<file path="config.mk">
export PLATFORM = sky130hd
export DESIGN_NAME = led_shift_engine
export DESIGN_NICKNAME = d
export VERILOG_FILES = /design/src/rtl/led_shift_pkg.sv /design/src/rtl/led_shift_engine_tick_prescaler.sv /design/src/rtl/led_shift_engine.sv
export SDC_FILE = /design/constraint.sdc
export NUM_CORES = 1
export LEC_CHECK = 0
export CAP_MARGIN = 0
export CORE_UTILIZATION = 45
export DETAILED_ROUTE_END_ITERATION = 8
export PLACE_DENSITY = 0.76
export SYNTH_ARGS = -nofsm -noshare
export SYNTH_HDL_FRONTEND = slang
export SYNTH_SLANG_ARGS = --single-unit
</file>
<file path="constraint.sdc">
create_clock -name clk -period 1.95 [get_ports clk]
set_clock_uncertainty 0.2 [all_clocks]
set_input_delay 0.4875 -clock clk [delete_from_list [all_inputs] [get_ports clk]]
set_output_delay 0.4875 -clock clk [all_outputs]
set_load 0.01 [all_outputs]
</file>
<file path="src/rtl/led_shift_pkg.sv">
// Shared types and defaults for the LED shift engine.
package led_shift_pkg;

    // Shift mode selected on the mode port. RSVD behaves like HOLD.
    typedef enum logic [2:0] {
        HOLD   = 3'd0,
        SHL    = 3'd1,
        SHR    = 3'd2,
        ROL    = 3'd3,
        ROR    = 3'd4,
        ASR    = 3'd5,
        BOUNCE = 3'd6,
        RSVD   = 3'd7
    } shift_mode_e;

    // Travel direction of the lit pattern in BOUNCE mode.
    typedef enum logic {
        DIR_LEFT  = 1'b0,
        DIR_RIGHT = 1'b1
    } dir_e;

    localparam int DIV_W_DEFAULT = 24;

endpackage

</file>
<file path="src/rtl/led_shift_engine_tick_prescaler.sv">
// Programmable-rate strobe generator: tick is high for one cycle every
// div+1 cycles while en is high. The counter restarts from zero on clear
// or whenever en drops, so the first tick after enabling always arrives
// a full period later.
module tick_prescaler #(
    parameter int DIV_W = 24
) (
    input  logic             clk,
    input  logic             rst_n,
    input  logic             clear,
    input  logic             en,
    input  logic [DIV_W-1:0] div,
    output logic             tick
);

    logic [DIV_W-1:0] count;

    // Count up to div, then wrap to zero and raise the registered strobe.
    // An equality compare (not >=) lets a count left above a newly lowered
    // div run on through the natural wrap before it hits div again.
    always_ff @(posedge clk or negedge rst_n) begin
        if (!rst_n) begin
            count <= '0;
            tick  <= 1'b0;
        end else if (clear || !en) begin
            count <= '0;
            tick  <= 1'b0;
        end else if (count == div) begin
            count <= '0;
            tick  <= 1'b1;
        end else begin
            count <= count + DIV_W'(1);
            tick  <= 1'b0;
        end
    end

endmodule

</file>
<file path="src/rtl/led_shift_engine.sv">
// WIDTH-bit LED shift register with clear, parallel load, shift/rotate
// modes and a bouncing mode. Shifts happen on a rising edge of step or on
// a prescaler tick while auto_en is high. All outputs come from flops.
module led_shift_engine
    import led_shift_pkg::*;
#(
    parameter int WIDTH = 8,
    parameter int DIV_W = DIV_W_DEFAULT
) (
    input  logic             clk,
    input  logic             rst_n,
    input  logic             clear,
    input  logic             load,
    input  logic [WIDTH-1:0] din,
    input  logic [2:0]       mode,
    input  logic             serial_in,
    input  logic             step,
    input  logic             auto_en,
    input  logic [DIV_W-1:0] div,
    output logic [WIDTH-1:0] q,
    output logic             dir,
    output logic             tick
);

    logic [WIDTH-1:0] q_r;
    logic [WIDTH-1:0] q_next;
    dir_e             dir_r;
    dir_e             dir_next;
    logic             step_d;
    logic             step_evt;
    logic             evt;
    logic             prescale_tick;

    tick_prescaler #(
        .DIV_W (DIV_W)
    ) u_prescaler (
        .clk   (clk),
        .rst_n (rst_n),
        .clear (clear),
        .en    (auto_en),
        .div   (div),
        .tick  (prescale_tick)
    );

    // A held step produces a single event on its rising edge only.
    assign step_evt = step & ~step_d;
    assign evt      = step_evt | (auto_en & prescale_tick);

    assign q    = q_r;
    assign dir  = dir_r;
    assign tick = prescale_tick;

    // Remember last cycle's step level for edge detection.
    always_ff @(posedge clk or negedge rst_n) begin
        if (!rst_n) begin
            step_d <= 1'b0;
        end else begin
            step_d <= step;
        end
    end

    // Next pattern and direction if a shift event is applied this cycle.
    always_comb begin
        q_next   = q_r;
        dir_next = dir_r;
        case (shift_mode_e'(mode))
            SHL:    q_next = {q_r[WIDTH-2:0], serial_in};
            SHR:    q_next = {serial_in, q_r[WIDTH-1:1]};
            ROL:    q_next = {q_r[WIDTH-2:0], q_r[WIDTH-1]};
            ROR:    q_next = {q_r[0], q_r[WIDTH-1:1]};
            ASR:    q_next = {q_r[WIDTH-1], q_r[WIDTH-1:1]};
            BOUNCE: begin
                // Reverse when the pattern touches the end it is moving
                // toward; the reversing step already moves one place back.
                if (dir_r == DIR_LEFT) begin
                    if (q_r[WIDTH-1]) begin
                        dir_next = DIR_RIGHT;
                        q_next   = q_r >> 1;
                    end else begin
                        q_next   = q_r << 1;
                    end
                end else begin
                    if (q_r[0]) begin
                        dir_next = DIR_LEFT;
                        q_next   = q_r << 1;
                    end else begin
                        q_next   = q_r >> 1;
                    end
                end
            end
            default: begin
                q_next   = q_r;
                dir_next = dir_r;
            end
        endcase
    end

    // Register update: clear beats load, load beats a shift event.
    always_ff @(posedge clk or negedge rst_n) begin
        if (!rst_n) begin
            q_r   <= '0;
            dir_r <= DIR_LEFT;
        end else if (clear) begin
            q_r   <= '0;
            dir_r <= DIR_LEFT;
        end else if (load) begin
            q_r   <= din;
            dir_r <= DIR_LEFT;
        end else if (evt) begin
            q_r   <= q_next;
            dir_r <= dir_next;
        end
    end

endmodule

</file>
==> results of run 1 <==
-- synth_stat cells, drive strengths merged, types with 3 or more instances --
master,count
xnor2,9
o21bai,3
and3,4
nor4,8
and4,3
clkbuf,4
xor2,36
nor3,5
a21oi,8
nor2,28
nand4,7
nand3,12
inv,9
ha,5
dfrtp,35
a221oi,5
nor2b,8
buf,5
o21ai,6
nand2,21
o41ai,8
-- kinds of logic (layout without fill, tap and decap cells) --
logic type | Yosys count | after routing | synth area share, %
DFF | 35 | 35 | 39.3
adders and majority gates | 5 | 5 | 2.80
AOI/OAI and AO/OA | 42 | 43 | 13.5
buffers and inverters | 18 | 123 | 3.31
xor gates and xnor gates | 45 | 45 | 17.7
and+or+nand+nor | 101 | 101 | 23.5
-- path summary, 6_finish.rpt --
kind,end,cells after the start,from
max,u_prescaler.count[3]$_DFF_PN0_,8,div[23]
min,u_prescaler.count[0]$_DFF_PN0_,1,u_prescaler.count[0]$_DFF_PN0_
max reg2reg,u_prescaler.count[3]$_DFF_PN0_,7,u_prescaler.count[6]$_DFF_PN0_
min reg2reg,u_prescaler.count[0]$_DFF_PN0_,1,u_prescaler.count[0]$_DFF_PN0_
max in group asynchronous,q[0]$_DFFE_PN0P_,2,rst_n
min in group asynchronous,u_prescaler.count[0]$_DFF_PN0_,2,rst_n
-- layer usage --
| layer | part of all wire (%) | up-vias | GRT usage, % | routed length [µm] |
|---|---|---|---|---|
| met5 | 0 | - | 0 | 0 |
| met4 | 1.8 | 0 | 7.19 | 123 |
| met3 | 4.7 | 17 | 5.28 | 328 |
| met2 | 50 | 88 | 42.2 | 3480 |
| met1 | 43 | 1113 | 33.4 | 2980 |
| li1 | - | 1076 | - | - |
-- worst reg2reg max path, stage by stage (launching register included) --
cell and delay, ns:
dfrtp_1 0.46, xor2_1 0.20, nor4_1 0.34, nand2_1 0.14
o21ai_2 0.23, buf_6 0.16, buf_16 0.14, nor2_4 0.04
-- sequential cells by signal, indices dropped and copies added (netlist names) --
name,flops
u_prescaler.tick,1
u_prescaler.count,24
q,8
dir,1
step_d,1
-- area by class of cell --
cell class	count	area, µm²
Timing Repair Buffer	106	967
Clock inverter	1	5.00
Tap cell	67	83.8
Sequential cell	35	882
Clock buffer	7	76.3
Multi-Input combinational cell	194	1590
Inverter	9	36.3
Fill cell	310	1120
-- power groups by stage --
stage	Sequential, mW	Clock, mW	Combinational [mW]
floorplan	0.796	0	0.141
finish	0.769	0.499	0.460
global route	0.772	0.551	0.489
global placement	0.794	0	0.348
detailed placement	0.794	0	0.353
CTS	0.768	0.514	0.407
-- metrics by stage --
step,setup TNS (ns),std cells
after floorplan,0,246
after detailed placement,-17.59,391
after global placement,-16.01,391
final,-2.06,419
after CTS,0,412
after global routing,-2.90,419
-- what timing repair did --
| action | 4_1_cts | 5_1_grt |
|---|---|---|
| endpoints found under the setup margin | 40 | 36 |
| hold endpoints to repair | 0 | 0 |
| cloned | 2 | 2 |
| buffers inserted | 11 | 6 |
| pin swaps | 24 | 21 |
| gates resized for setup | 48 | 57 |
| hold buffers | 0 | 0 |
==> flow_metrics.tcl, run 1 <==
set metrics [dict create \
    grt_use_total_pct 25.3 \
    drv_cap 0 \
    violations "negative setup slack" \
    antenna_cells 0 \
    report.final.slew_viol_count 0 \
    dpl-instance-area_mm2 0.00313 \
    grt_max_degree 36 \
    core_area_mm2 0.00475 \
    synth_enable_flop_cells 0 \
    cpLargestDelayFamily "buffers and inverters" \
    gp_congestion 0.867 \
    outcome "complete, but fails checks" \
    final_common_cell "buf_4" \
    ys_ff_latch 35 \
    clock-sinks 35 \
    rsz0062_at_grt "true" \
    synth_top_area_share_pct 39.3 \
    final_antenna_net_count 0 \
    ios 52 \
    final_util_pct 76.5 \
    leakagePower_nw 1.65 \
    clockBufferDepth 2 \
    crit_type "in2reg" \
    synthArstFlopShare_pct 100 \
    final_hold_viol_count 0 \
    port-buffer-count 51 \
    wire_per_inst_um 16.5 \
    htreeDepth 2 \
    comb_power_share_pct 26.6 \
    hold_path.class "reg2reg" \
    synth_cell_types 40 \
    grt_pass1_wl_um 10100 \
    clk_latency_ns 0.28 \
    ys_dominant_reg_cell "dfrtp_1" \
    crit_slowest_cell "clkdlybuf4s50_1" \
    power_switching_mw 0.489 \
    cts_root_buf "clkbuf_8" \
    drive_above_1_share_pct 33.5 \
    drt-initial-drc-count 208 \
    critPathLaunchType "input pin" \
    swShare_pct 28.3 \
    yosys_warnings 0 \
    worst_pin_slew_ns 0.325 \
    peakVddDrop_v 0.000335 \
    grt_pass1_vias 2172 \
    area_growth_pct 63.1 \
    via_per_inst 5.47 \
    die_x_um 72.4 \
    fmax_mhz 487 \
    powerDensity_mw_per_mm2 475 \
    grt-ovfl-total 0 \
    final_area_mm2 0.00364 \
    place_ws_ns -0.677 \
    synth_nets 293 \
    drc 0 \
    cpPeakStageDelay_ns 0.42 \
    cts_tree "yes" \
    dpl.hpwl_um 4270 \
    crit_arrival_ns 2.02 \
    synthesis.area_mm2 0.00223 \
    period_share_pct 105 \
    critPathMaxFanout 6 \
    rrSetupSlack_ns -0.07 \
    synth-seq-area-share_pct 39.3 \
    cp.required_ns 1.92 \
    num_rows 25 \
    setup_ws_ns -0.104 \
    cts-buffers-inserted 5 \
    p_seq_share_pct 44.5 \
    final_cell_mix "buf_4 (46), xor2_1 (35), dfrtp_1 (30)" \
    internal_power_mw 1.24 \
    fin_nets 398 \
    die_h_um 72.4 \
    path_clk_slew_ns 0.07 \
    synth.avg_cell_area_um2 9.07 \
    num_vias 2294 \
    p_clk_share_pct 28.9 \
    firstDrtPassIters 4 \
    start_util_pct 46.9 \
    setup_violations 25 \
    fin_crit_ns 2.05 \
    dieArea_mm2 0.00524 \
    path_buf_inv 3 \
    slew_headroom_pct 78.4 \
    path_cells "clkdlybuf4s50_1 > xor2_1 > nor4_1 > nand2_1 > o21ai_2 > buf_6 > buf_16 > nor2_4" \
    yosys.area.top_type "dfrtp_1" \
    cp-end-kind "flop" \
    antenna_found_initial 0 \
    synth_area_leaders "dfrtp_1 (39%), xor2_1 (14%), nor2_1 (4.7%)" \
    power_mw 1.73 \
    netlist_instances 246 \
    holdWs_ns 0.298 \
    finalWirelength_um 6920 \
]
No activity file was read; power rests on OpenSTA's default activity.
==> run 2, diff against run 1 <==
Clock period 1.95 ns to 1.8 ns, I/O delays scaled along.
==> run 2 against run 1 <==
  * The run still ends with negative setup slack left
  * Die area is the same
  * Clock-buffer cell count down 1
  * Sequential cell count unchanged
  * Critical path depth shrank 2
  * Largest power group unchanged
  * Register-to-register slack worse by 0.21 ns
  * Combinational power increased by 30%
  * Hold slack got worse by 0.15 ns
  * Final cell count grew 4.1%
  * Utilization up 7.2 points
  * Routed wire length increased by 21%
  * Critical path type is now reg2reg
  * Non-clock buffer count grew 17
==> flow_metrics.tcl, run 2 (synthesis gave the netlist of run 1 again) <==
set metrics [dict create \
    path_cells "xor2_1 > nor4_2 > nand4_1 > o21ai_2 > buf_4 > a21oi_1" \
    cts-buffers-inserted 5 \
    dieArea_mm2 0.00524 \
    worst_pin_slew_ns 0.336 \
    final_common_cell "buf_4" \
    crit_end "u_prescaler.count[17]$_DFF_PN0_" \
    cpPeakStageDelay_ns 0.42 \
    drc 0 \
    drv_cap 0 \
    critPathLaunch "u_prescaler.count[16]$_DFF_PN0_" \
    slew_headroom_pct 77.5 \
    nFillCells 249 \
    cpLargestDelayFamily "simple AND/OR/NAND/NOR gates" \
    worst_r2r_endpoint "u_prescaler.count[17]$_DFF_PN0_" \
    gp_congestion 0.902 \
    setup_violations 29 \
    drive_above_1_share_pct 40.4 \
    grt_use_total_pct 30.9 \
    route.met3.wl_um 533 \
    num_vias 2480 \
    path_clk_slew_ns 0.08 \
    cts_root_buf "clkbuf_8" \
    drt-initial-drc-count 230 \
    final_cell_mix "buf_4 (59), xor2_1 (34), dfrtp_1 (32)" \
    final_hold_viol_count 0 \
    rrSetupSlack_ns -0.28 \
    antenna_found_initial 0 \
    wire_per_inst_um 19.1 \
    grt-ovfl-total 0 \
    num_rows 25 \
    area_growth_pct 78.5 \
    fin_nets 415 \
    fin_crit_ns 2.08 \
    crit_arrival_ns 2.04 \
    final_area_mm2 0.00398 \
    final_antenna_net_count 0 \
    finalWirelength_um 8350 \
    port-buffer-count 51 \
    violations "negative setup slack" \
    via_per_inst 5.69 \
    cp.required_ns 1.77 \
    antenna_cells 0 \
    top_register "u_prescaler.count" \
    report.final.slew_viol_count 0 \
    path_buf_inv 1 \
    hold_path.class "in2reg" \
    die_x_um 72.4 \
    fmax_mhz 482 \
    clock-sinks 35 \
    reg2regPathDepth 6 \
    critPathLaunchType "flop" \
    dpl.hpwl_um 4590 \
    largest_reg_flops 24 \
    highest_layer "met4" \
    clk_latency_ns 0.30 \
    firstDrtPassIters 5 \
    peakVddDrop_v 0.000561 \
    r2r_start "u_prescaler.count[16]$_DFF_PN0_" \
    dpl-instance-area_mm2 0.00331 \
    met1_length_um 3470 \
    cts_hold_buffers 0 \
    crit_cells 6 \
    clockBufferDepth 2 \
    crit_slowest_cell "dfrtp_1" \
    grt_pass1_wl_um 12100 \
    outcome "complete, but fails checks" \
    die_h_um 72.4 \
    grt_pass1_vias 2451 \
    ios 52 \
    rsz0062_at_grt "true" \
    period_share_pct 115 \
    core_area_mm2 0.00475 \
    setup_ws_ns -0.275 \
    crit_type "reg2reg" \
    cts_tree "yes" \
    met2_length_um 3980 \
    cp-end-kind "flop" \
    powerDensity_mw_per_mm2 553 \
    grt_max_degree 36 \
    leakagePower_nw 1.86 \
    critPathMaxFanout 12 \
    final_util_pct 83.8 \
    start_util_pct 46.9 \
    htreeDepth 2 \
]
run 2: cell types whose count changed in the layout (fill, tap and decap cells not counted), sizes merged:
cell,previous run,this run
buf,56,74
clkdlybuf4s50,23,12
dlygate4sd2,19,28
dlymetal6s2s,3,8
clkdlybuf4s15,4,1
clkbuf,8,6
bufinv,0,1
run 2: worst min-delay path by stage:
stage / from / to / slack, ns / cells after the start
2_1_floorplan: rst_n / dir$_DFFE_PN0P_ / -0.05 / 0
3_3_place_gp: u_prescaler.count[0]$_DFF_PN0_ / u_prescaler.count[0]$_DFF_PN0_ / 0.29 / 1
3_5_place_dp: u_prescaler.count[0]$_DFF_PN0_ / u_prescaler.count[0]$_DFF_PN0_ / 0.30 / 1
4_1_cts: u_prescaler.count[0]$_DFF_PN0_ / u_prescaler.count[0]$_DFF_PN0_ / 0.30 / 1
5_1_grt: step / step_d$_DFF_PN0_ / 0.16 / 1
6_report: step / step_d$_DFF_PN0_ / 0.15 / 1
run 2: timing repair:
item                                    4_1_cts  5_1_grt
buffers inserted                             18        8
gates resized for setup                      85       50
hold endpoints to repair                      0        0
pin swaps                                    28       29
gates cloned                                  3        0
endpoints found under the setup margin       44       33
run 2: area by class of cell:
| class | count | area (µm²) | area share [%] |
|---|---|---|---|
| clock inverters | 2 | 35.0 | 0.880 |
| inverters | 9 | 55.1 | 1.38 |
| well taps | 67 | 83.8 | 2.10 |
| repair buffers | 123 | 1120 | 28.2 |
| clock buffers | 6 | 82.6 | 2.07 |
| flip-flops and latches | 35 | 880 | 22.1 |
| multi-input cells | 194 | 1720 | 43.3 |
run 2: metal layers:
| metal | vias up | global-route usage, % |
|---|---|---|
| li1 | 1111 | - |
| met5 | - | 0 |
| met1 | 1211 | 40.1 |
| met4 | 0 | 15.5 |
| met3 | 41 | 7.22 |
| met2 | 117 | 48.4 |
run 2: stage by stage:
step / power (mW) / setup TNS, ns / worst slack, ns / hold slack, ns / cells
finish: 2.20 / -6.14 / -0.275 / 0.153 / 436
global route: 2.26 / -7.91 / -0.339 / 0.160 / 436
CTS: 2.11 / -6.35 / -0.275 / 0.305 / 434
detailed placement: 1.28 / -20.37 / -0.739 / 0.298 / 405
global placement: 1.27 / -19.99 / -0.688 / 0.291 / 405
floorplan: 1.03 / -0.0681 / -0.0299 / -0.0456 / 246
run 2: report_power, final:
group | total (mW) | internal, mW | switching [mW] | leakage, nW
Sequential | 0.835 | 0.810 | 0.0253 | 0.474
Combinational | 0.597 | 0.302 | 0.295 | 1.33
Clock | 0.770 | 0.449 | 0.322 | 0.0612
